## src/rtl/sync_fifo_lsram.sv

```systemverilog
`default_nettype none
// ============================================================================
// Module   : sync_fifo_lsram
// Brief    : Single-clock FIFO on an inferred registered-read two-port RAM,
//            with level/threshold flags and optional first-word-fall-through.
// Revision : 1.0 - initial release
// ============================================================================
module sync_fifo_lsram #(
    parameter int WIDTH      = 64,
    parameter int DEPTH_LOG2 = 6,
    parameter int FWFT       = 0,
    parameter int AFULL_TH   = 56,
    parameter int AEMPTY_TH  = 4
) (
    input  logic                  CLK,
    input  logic                  RESET,
    input  logic [WIDTH-1:0]      W_DATA,
    input  logic                  W_EN,
    output logic                  FULL,
    output logic                  AFULL,
    output logic                  OVERFLOW,
    input  logic                  R_EN,
    output logic [WIDTH-1:0]      R_DATA,
    output logic                  R_VALID,
    output logic                  EMPTY,
    output logic                  AEMPTY,
    output logic                  UNDERFLOW,
    output logic [DEPTH_LOG2:0]   LEVEL
);

    localparam int                DEPTH        = 1 << DEPTH_LOG2;
    localparam int                LW           = DEPTH_LOG2 + 1;
    localparam logic [LW-1:0]     FULL_LEVEL   = LW'(DEPTH);
    localparam logic [LW-1:0]     AFULL_LEVEL  = LW'(AFULL_TH);
    localparam logic [LW-1:0]     AEMPTY_LEVEL = LW'(AEMPTY_TH);
    localparam logic [LW-1:0]     LEVEL_ONE    = LW'(1);
    localparam logic [DEPTH_LOG2-1:0] PTR_ONE  = DEPTH_LOG2'(1);

    logic [WIDTH-1:0]      mem [DEPTH];
    logic [DEPTH_LOG2-1:0] wr_ptr;
    logic [DEPTH_LOG2-1:0] rd_ptr;
    logic [LW-1:0]         level;
    logic [WIDTH-1:0]      ram_q;
    logic                  wr_ok;
    logic                  ram_rd;
    logic                  pop;
    logic                  overflow_q;
    logic                  underflow_q;

    assign wr_ok     = W_EN && !FULL;
    assign FULL      = (level == FULL_LEVEL);
    assign AFULL     = (level >= AFULL_LEVEL);
    assign AEMPTY    = (level <= AEMPTY_LEVEL);
    assign LEVEL     = level;
    assign OVERFLOW  = overflow_q;
    assign UNDERFLOW = underflow_q;

    // Storage array: no reset so it maps onto the RAM primitive.
    always_ff @(posedge CLK) begin
        if (!RESET && wr_ok) begin
            mem[wr_ptr] <= W_DATA;
        end
    end

    always_ff @(posedge CLK) begin
        if (RESET) begin
            ram_q <= '0;
        end else if (ram_rd) begin
            ram_q <= mem[rd_ptr];
        end
    end

    always_ff @(posedge CLK) begin
        if (RESET) begin
            wr_ptr      <= '0;
            rd_ptr      <= '0;
            level       <= '0;
            overflow_q  <= 1'b0;
            underflow_q <= 1'b0;
        end else begin
            if (wr_ok) begin
                wr_ptr <= wr_ptr + PTR_ONE;
            end
            if (ram_rd) begin
                rd_ptr <= rd_ptr + PTR_ONE;
            end
            case ({wr_ok, pop})
                2'b10:   level <= level + LEVEL_ONE;
                2'b01:   level <= level - LEVEL_ONE;
                default: level <= level;
            endcase
            overflow_q  <= W_EN && FULL;
            underflow_q <= R_EN && EMPTY;
        end
    end

    generate
        if (FWFT == 0) begin : g_std
            logic valid_q;

            assign ram_rd = R_EN && (level != '0);
            assign pop    = ram_rd;

            always_ff @(posedge CLK) begin
                if (RESET) begin
                    valid_q <= 1'b0;
                end else begin
                    valid_q <= ram_rd;
                end
            end

            assign R_DATA  = ram_q;
            assign R_VALID = valid_q;
            assign EMPTY   = (level == '0);
        end else begin : g_fwft
            logic             ram_q_valid;
            logic             out_valid;
            logic [WIDTH-1:0] out_q;
            logic             out_load;
            logic [1:0]       staged;
            logic [LW-1:0]    ram_cnt;

            // Two-entry output stage: RAM output register feeds the holding register.
            assign pop      = R_EN && out_valid;
            assign out_load = ram_q_valid && (!out_valid || pop);
            assign staged   = {1'b0, ram_q_valid} + {1'b0, out_valid};
            assign ram_cnt  = level - LW'(staged);
            assign ram_rd   = (ram_cnt != '0) && (!ram_q_valid || out_load);

            always_ff @(posedge CLK) begin
                if (RESET) begin
                    ram_q_valid <= 1'b0;
                    out_valid   <= 1'b0;
                    out_q       <= '0;
                end else begin
                    ram_q_valid <= ram_rd || (ram_q_valid && !out_load);
                    out_valid   <= out_load || (out_valid && !pop);
                    if (out_load) begin
                        out_q <= ram_q;
                    end
                end
            end

            assign R_DATA  = out_q;
            assign R_VALID = out_valid;
            assign EMPTY   = !out_valid;
        end
    endgenerate

endmodule
`default_nettype wire

```

## config.mk

```make
export PLATFORM = sky130hd
export DESIGN_NAME = sync_fifo_lsram
export DESIGN_NICKNAME = d
export VERILOG_FILES = /design/src/rtl/sync_fifo_lsram.sv
export SDC_FILE = /design/constraint.sdc
export NUM_CORES = 2
export LEC_CHECK = 0
export CAP_MARGIN = 25
export CORE_ASPECT_RATIO = 1.4
export CORE_UTILIZATION = 45
export DETAILED_ROUTE_END_ITERATION = 6
export GPL_ROUTABILITY_DRIVEN = 0
export SYNTH_ARGS = -nofsm -noshare
export SYNTH_HDL_FRONTEND = slang
export SYNTH_SLANG_ARGS = --single-unit
```

## constraint.sdc

```tcl
create_clock -name CLK -period 10.85 [get_ports CLK]
set_clock_uncertainty 0.05 [all_clocks]
set_input_delay 1.085 -clock CLK [delete_from_list [all_inputs] [get_ports CLK]]
set_output_delay 1.085 -clock CLK [all_outputs]
set_load 0.02 [all_outputs]
```

Yosys cells after proc, flatten, opt, wreduce, memory -nomap -nowiden
Memories as Yosys holds them, arrays and structs flattened. A register that Yosys moved wholly into a read port is not among the register bits.
Cells that the tools add are included.
{"block": "word_totals", "memories": 1, "ff_bits": 22, "ram_bits": 4096}
{"memory": "mem", "depth": 64, "word_bits": 64, "read_ports": 1, "rd_clocked_by_memory_dff": 1, "write_ports": 1, "line": "39", "text": "logic [WIDTH-1:0] mem [DEPTH];"}
{"block": "classes", "n_addsub": 4, "eq_ne": 3, "n_reduce_logical": 10, "mux": 3, "order_cmp": 2}
{"operator": "$pmux 7 s2", "count": 1}
{"operator": "$add 6x1->6 const B", "count": 2}
{"operator": "$add 7x1->7 const B", "count": 1}
{"operator": "$eq 7x7->1 const B", "count": 1}
{"operator": "$ge 7x6->1 const B", "count": 1}
{"operator": "$le 7x3->1 const B", "count": 1}
{"operator": "$logic_not 7->1", "count": 1}
{"operator": "$reduce_bool 7->1", "count": 1}
{"operator": "$sub 7x1->7 const B", "count": 1}
{"operator": "$logic_and 1x1->1", "count": 5}
{"operator": "$eq 2x1->1 const B", "count": 1}
{"operator": "$eq 2x2->1 const B", "count": 1}
{"operator": "$logic_not 1->1", "count": 2}
{"operator": "$mux 1", "count": 2}
{"operator": "$reduce_bool 2->1", "count": 1}

Logic depth before layout (Yosys ltp)
{"block": "logic_depth", "word_depth": 6, "depth_mapped": 14}

Least setup slack after synthesis
OpenSTA, ideal clock, no wires.
{"block": "synth_path", "path_kind": "input to register", "start": "input port W_EN", "end": "memory mem[62][0], enable pin", "required_time_ns": 10.313, "slack_ns": 5.566, "cell_stages": 6, "setup_ns": 0.487, "arrival_ns": 4.748, "path_cell_list": "and2_1 clkbuf_1 inv_1 nor3_1 nand3_1 nor2_1"}
{"block": "synth_via", "elab_chain_len": 4}
{"element": "start: declaration", "line": "18", "text": "input logic W_EN,"}
{"element": "$logic_and 1x1->1", "line": "50", "text": "assign wr_ok = W_EN && !FULL;"}
{"element": "$logic_and 1x1->1", "line": "60", "text": "if (!RESET && wr_ok) begin"}
{"element": "$mux 1", "line": "60"}
{"element": "$mux 1 (not written as such)", "line": "61", "text": "mem[wr_ptr] <= W_DATA;"}
{"element": "end: declaration", "line": "39"}
No other way between the ends.

==> impl.org <==
** Outcome
- Result of the run :: finished with violations
- The checks that failed: design-rule violations.

** Worst setup path
- Data on the critical path is required at its endpoint by 11.62 ns.
- At the worst endpoint, the arrival time is 5.74 ns.
- WS Path Type :: reg2reg
- Setup crit start kind :: flop
- STA classifies the critical path endpoint as a flop.
- Highest fanout seen on the critical path :: 39

** Power and ir drop
- Overall power consumption after layout is estimated at 37.2 mW.
- Switching Fraction :: 24.7%
- Internal power :: 28.0 mW
- Across the VDD grid, the largest voltage drop is 0.165 mV.
- Sequential cell fraction of total power :: 48.9%
- The share of total power dissipated in the clock network is 37.1%.
- In this run the power spent charging and discharging nets is 9.18 mW.
- Gate power share :: 14.0%
- Pleak :: 54.1 nW
- Power per unit of standard cell area :: 207 mW/mm^2

** Global route
- The via count of the first global-routing pass is 79000.
- Wire length of the first global-routing pass :: 632 mm
- For this run the aggregate overflow at the end of global routing stands at 0.
- Initial antenna violation count :: 25
- Across every metal layer, demand over resource in global routing totals 25.4%.
- Pin count of the biggest net entering global routing :: 111

** Routing
- Total detailed-routing wirelength :: 456 mm
- For this block, the via count after detailed routing is 77500.
- Wire length per cell :: 36.5 microns
- After detailed routing, the number of vias per cell comes to 6.20.
- The first detailed-routing pass took 7 iterations.
- DRC :: 2
- Routed Antenna Nets :: 0
- The first routing iteration left 9652 violations.

** STA
- At the pin with the least slew margin, the transition time is 1.24 ns.
- Based on the critical path, the design can be clocked at up to 0.201 GHz.
- Across all hold checks on the routed design, the worst slack comes to 0.387 ns.
- Dividing the final minimum period by the clock period gives 45.8%.
- Setup violations remaining at the end of the flow were counted as 0.
- Unrepaired setup endpoints after global routing :: false
- Subtracting the final worst setup slack from the clock period gives 4.97 ns.
- The final hold violation count came to 0.
- In this run the tightest slew margin relative to its limit is 17.3%.
- Final total negative setup slack :: 0 ns
- The count of pins over their slew limit is 0.

** Die
- Count of standard-cell rows :: 258
- The die is 505 microns wide.
- Core area :: 0.352 sq mm
- Pin placement for this block handled 146 I/O pins.
- Die footprint :: 0.356 sq mm
- From bottom edge to top edge, the die measures 706 microns.
- Once the floorplan was initialized, standard cells occupied 45.2% of the core.

** CTS
- Clock insertion delay at the later pin of the skew report :: 0.95 ns
- The H-tree was split into 5 levels.
- Library cell used as clock root buffer :: sky130_fd_sc_hd__clkbuf_16
- Buffers inserted to repair hold after CTS numbered 0.
- Clock-pin slew reported for the worst setup and hold paths after clock tree synthesis :: 0.07 ns
- TritonCTS clock tree :: built
- After clock tree synthesis, the setup repair step added 0 buffers.
- Clock tree synthesis found a total of 4182 sinks.
- Clock Path Buffers :: 4
- Total CTS buffers :: 383
- Post_cts resized :: 0

** Synth
- The synthesized netlist occupies a cell area of 0.159 sq mm.
- Synthesis handed over a netlist of 7081 instances.
- Yosys cell types :: 62
- In the synthesized netlist the dominant register cell turns out to be sky130_fd_sc_hd__edfxtp_1.
- Number of synthesized register bits :: 4182
- Share of the yosys chip area belonging to registers :: 78.4%
- Counting flops with a built-in enable in the synthesized netlist gives 4096.
- Of all flip-flops after synthesis, the portion carrying an async set or reset was 0%.
- The Yosys step of the flow raised 0 warnings.
- A synthesized cell averages 22.5 sq um.
- Synthesized netlist net count :: 7158

** Placed design
- Input/output buffers :: 145
- Detailed placement HPWL :: 259 mm
- The number of placed instances, taps included, is 11800.

** Final layout
- Area occupied by registers :: 0.125 sq mm
- For this run, the post-layout net count is 7581.
- Multi-input gate area :: 0.0325 sq mm
- In the final layout, the share of cells above drive strength 1 is 24.2%.
- The filler cells instantiated in the layout total 27300.
- From synthesis to final layout, the design area changed by 13.0%.
- Final design utilization :: 51.1%
- The finished layout holds 12500 standard cells, fillers aside.

** Flow run
- Maximum Capacitance Violations :: 0

** Worst hold path
- The path class of the tightest hold or removal check is in2reg.
-- cells in the final DEF, fill, tap and decap left out, types with 16 or more instances in the layout --
cell type                         instances
sky130_fd_sc_hd__a2111oi_0               24
sky130_fd_sc_hd__a211oi_1                43
sky130_fd_sc_hd__a21oi_1                131
sky130_fd_sc_hd__a221o_1                 21
sky130_fd_sc_hd__a221oi_1                32
sky130_fd_sc_hd__a22o_1                  22
sky130_fd_sc_hd__a22oi_1                 73
sky130_fd_sc_hd__a32oi_1                 33
sky130_fd_sc_hd__buf_12                  40
sky130_fd_sc_hd__buf_2                   65
sky130_fd_sc_hd__buf_4                  245
sky130_fd_sc_hd__bufinv_16               44
sky130_fd_sc_hd__clkbuf_1                71
sky130_fd_sc_hd__clkbuf_16              393
sky130_fd_sc_hd__clkbuf_8                17
sky130_fd_sc_hd__clkdlybuf4s50_1         82
sky130_fd_sc_hd__clkinv_1                62
sky130_fd_sc_hd__clkinv_2                70
sky130_fd_sc_hd__clkinvlp_4              17
sky130_fd_sc_hd__dfxtp_1                 81
sky130_fd_sc_hd__edfxtp_1              4096
sky130_fd_sc_hd__mux2i_1                553
sky130_fd_sc_hd__mux4_2                 867
sky130_fd_sc_hd__nand2_1                 84
sky130_fd_sc_hd__nand3_1                 38
sky130_fd_sc_hd__nor2_1                  64
sky130_fd_sc_hd__nor2_4                  68
sky130_fd_sc_hd__nor2b_1                 16
sky130_fd_sc_hd__nor3_1                  16
sky130_fd_sc_hd__o21ai_0                 85
sky130_fd_sc_hd__o221ai_1               126
sky130_fd_sc_hd__o22ai_1                 56
-- critical path, stage by stage (launching register included) --
cell and delay [ns]:
sky130_fd_sc_hd__dfxtp_4 0.80, sky130_fd_sc_hd__buf_4 0.53, sky130_fd_sc_hd__buf_4 0.74, sky130_fd_sc_hd__buf_4 0.69
sky130_fd_sc_hd__mux4_2 0.59, sky130_fd_sc_hd__a2111oi_0 0.55, sky130_fd_sc_hd__buf_1 0.26, sky130_fd_sc_hd__buf_4 0.15
sky130_fd_sc_hd__a2111oi_0 0.07, sky130_fd_sc_hd__a211o_1 0.27
-- per-layer routing --
layer  routed length, microns  vias up  track usage (%)
met4                    19100       12             9.72
met5                       62        -                0
met1                   170000    42300             32.5
met3                    31400      729             3.50
met2                   235000     3513             44.1
li1                         -    31000                -
-- power groups by stage --
stage,sequential (mW),combinational [mW],clock (mW)
6_report,18.2,5.21,13.8
5_1_grt,18.2,5.48,14.5
4_1_cts,18.2,5.28,13.9
3_5_place_dp,18.5,5.27,0
3_3_place_gp,18.5,5.21,0
2_1_floorplan,18.5,3.46,0
-- path summary, 6_finish.rpt --
kind                                              start                      end  slack (ns)  cells after the start
worst max-delay path             rd_ptr[0]$_SDFFE_PP0P_  R_DATA[50]$_SDFFE_PP0P_        5.88                      9
worst min-delay path                         W_DATA[34]    mem[52][34]$_DFFE_PP_        0.39                      1
worst max register to register   rd_ptr[0]$_SDFFE_PP0P_  R_DATA[50]$_SDFFE_PP0P_        5.88                      9
worst min register to register  R_DATA[14]$_SDFFE_PP0P_  R_DATA[14]$_SDFFE_PP0P_        0.42                      2
-- registers in the layout, indices dropped and copies added (netlist names) --
name and count:
wr_ptr 6, UNDERFLOW 1, rd_ptr 6, OVERFLOW 1
R_DATA 64, mem 4096, LEVEL 7, R_VALID 1
-- Yosys cell counts, types with 57 or more instances --
master / n / share of area (%)
sky130_fd_sc_hd__buf_4: 76 / 0.36
sky130_fd_sc_hd__dfxtp_1: 86 / 1.1
sky130_fd_sc_hd__clkbuf_1: 131 / 0.31
sky130_fd_sc_hd__mux2i_1: 553 / 3.5
sky130_fd_sc_hd__nor2_1: 132 / 0.31
sky130_fd_sc_hd__buf_2: 111 / 0.35
sky130_fd_sc_hd__buf_6: 57 / 0.40
sky130_fd_sc_hd__a21oi_1: 131 / 0.41
sky130_fd_sc_hd__edfxtp_1: 4096 / 77
sky130_fd_sc_hd__o21ai_0: 85 / 0.27
sky130_fd_sc_hd__o221ai_1: 126 / 0.69
sky130_fd_sc_hd__a22oi_1: 73 / 0.34
sky130_fd_sc_hd__mux4_2: 867 / 12
sky130_fd_sc_hd__nand2_1: 85 / 0.20
-- per-stage QoR --
stage | area (sq um) | setup WS (ns)
5_1_grt | 180000 | 5.60
3_3_place_gp | 166000 | 5.09
4_1_cts | 180000 | 5.73
3_5_place_dp | 167000 | 5.18
2_1_floorplan | 159000 | 5.57
6_report | 180000 | 5.88
-- cell type report --
cell class | count | share of cell area [%]
flip-flops and latches | 4182 | 69.3
repair buffers | 445 | 2.28
well taps | 4680 | 3.25
clock inverters | 214 | 1.28
clock buffers | 481 | 5.74
multi-input cells | 2483 | 18.1
diodes | 6 | 0.00835
inverters | 9 | 0.0216
-- kinds of logic (layout without fill, tap and decap cells) --
kind of cell / count (synthesis) / after routing / share of synthesized area, %
compound gates: 709 / 709 / 3.22
xor+xnor: 11 / 11 / 0.0605
fa+ha+maj: 9 / 9 / 0.0755
buf+inv: 416 / 1149 / 1.59
flops: 4182 / 4182 / 78.4
mux: 1424 / 1424 / 15.8
other cells: 0 / 6 / 0
simple gates: 330 / 330 / 0.931
Power figures use the tool's default switching activity.
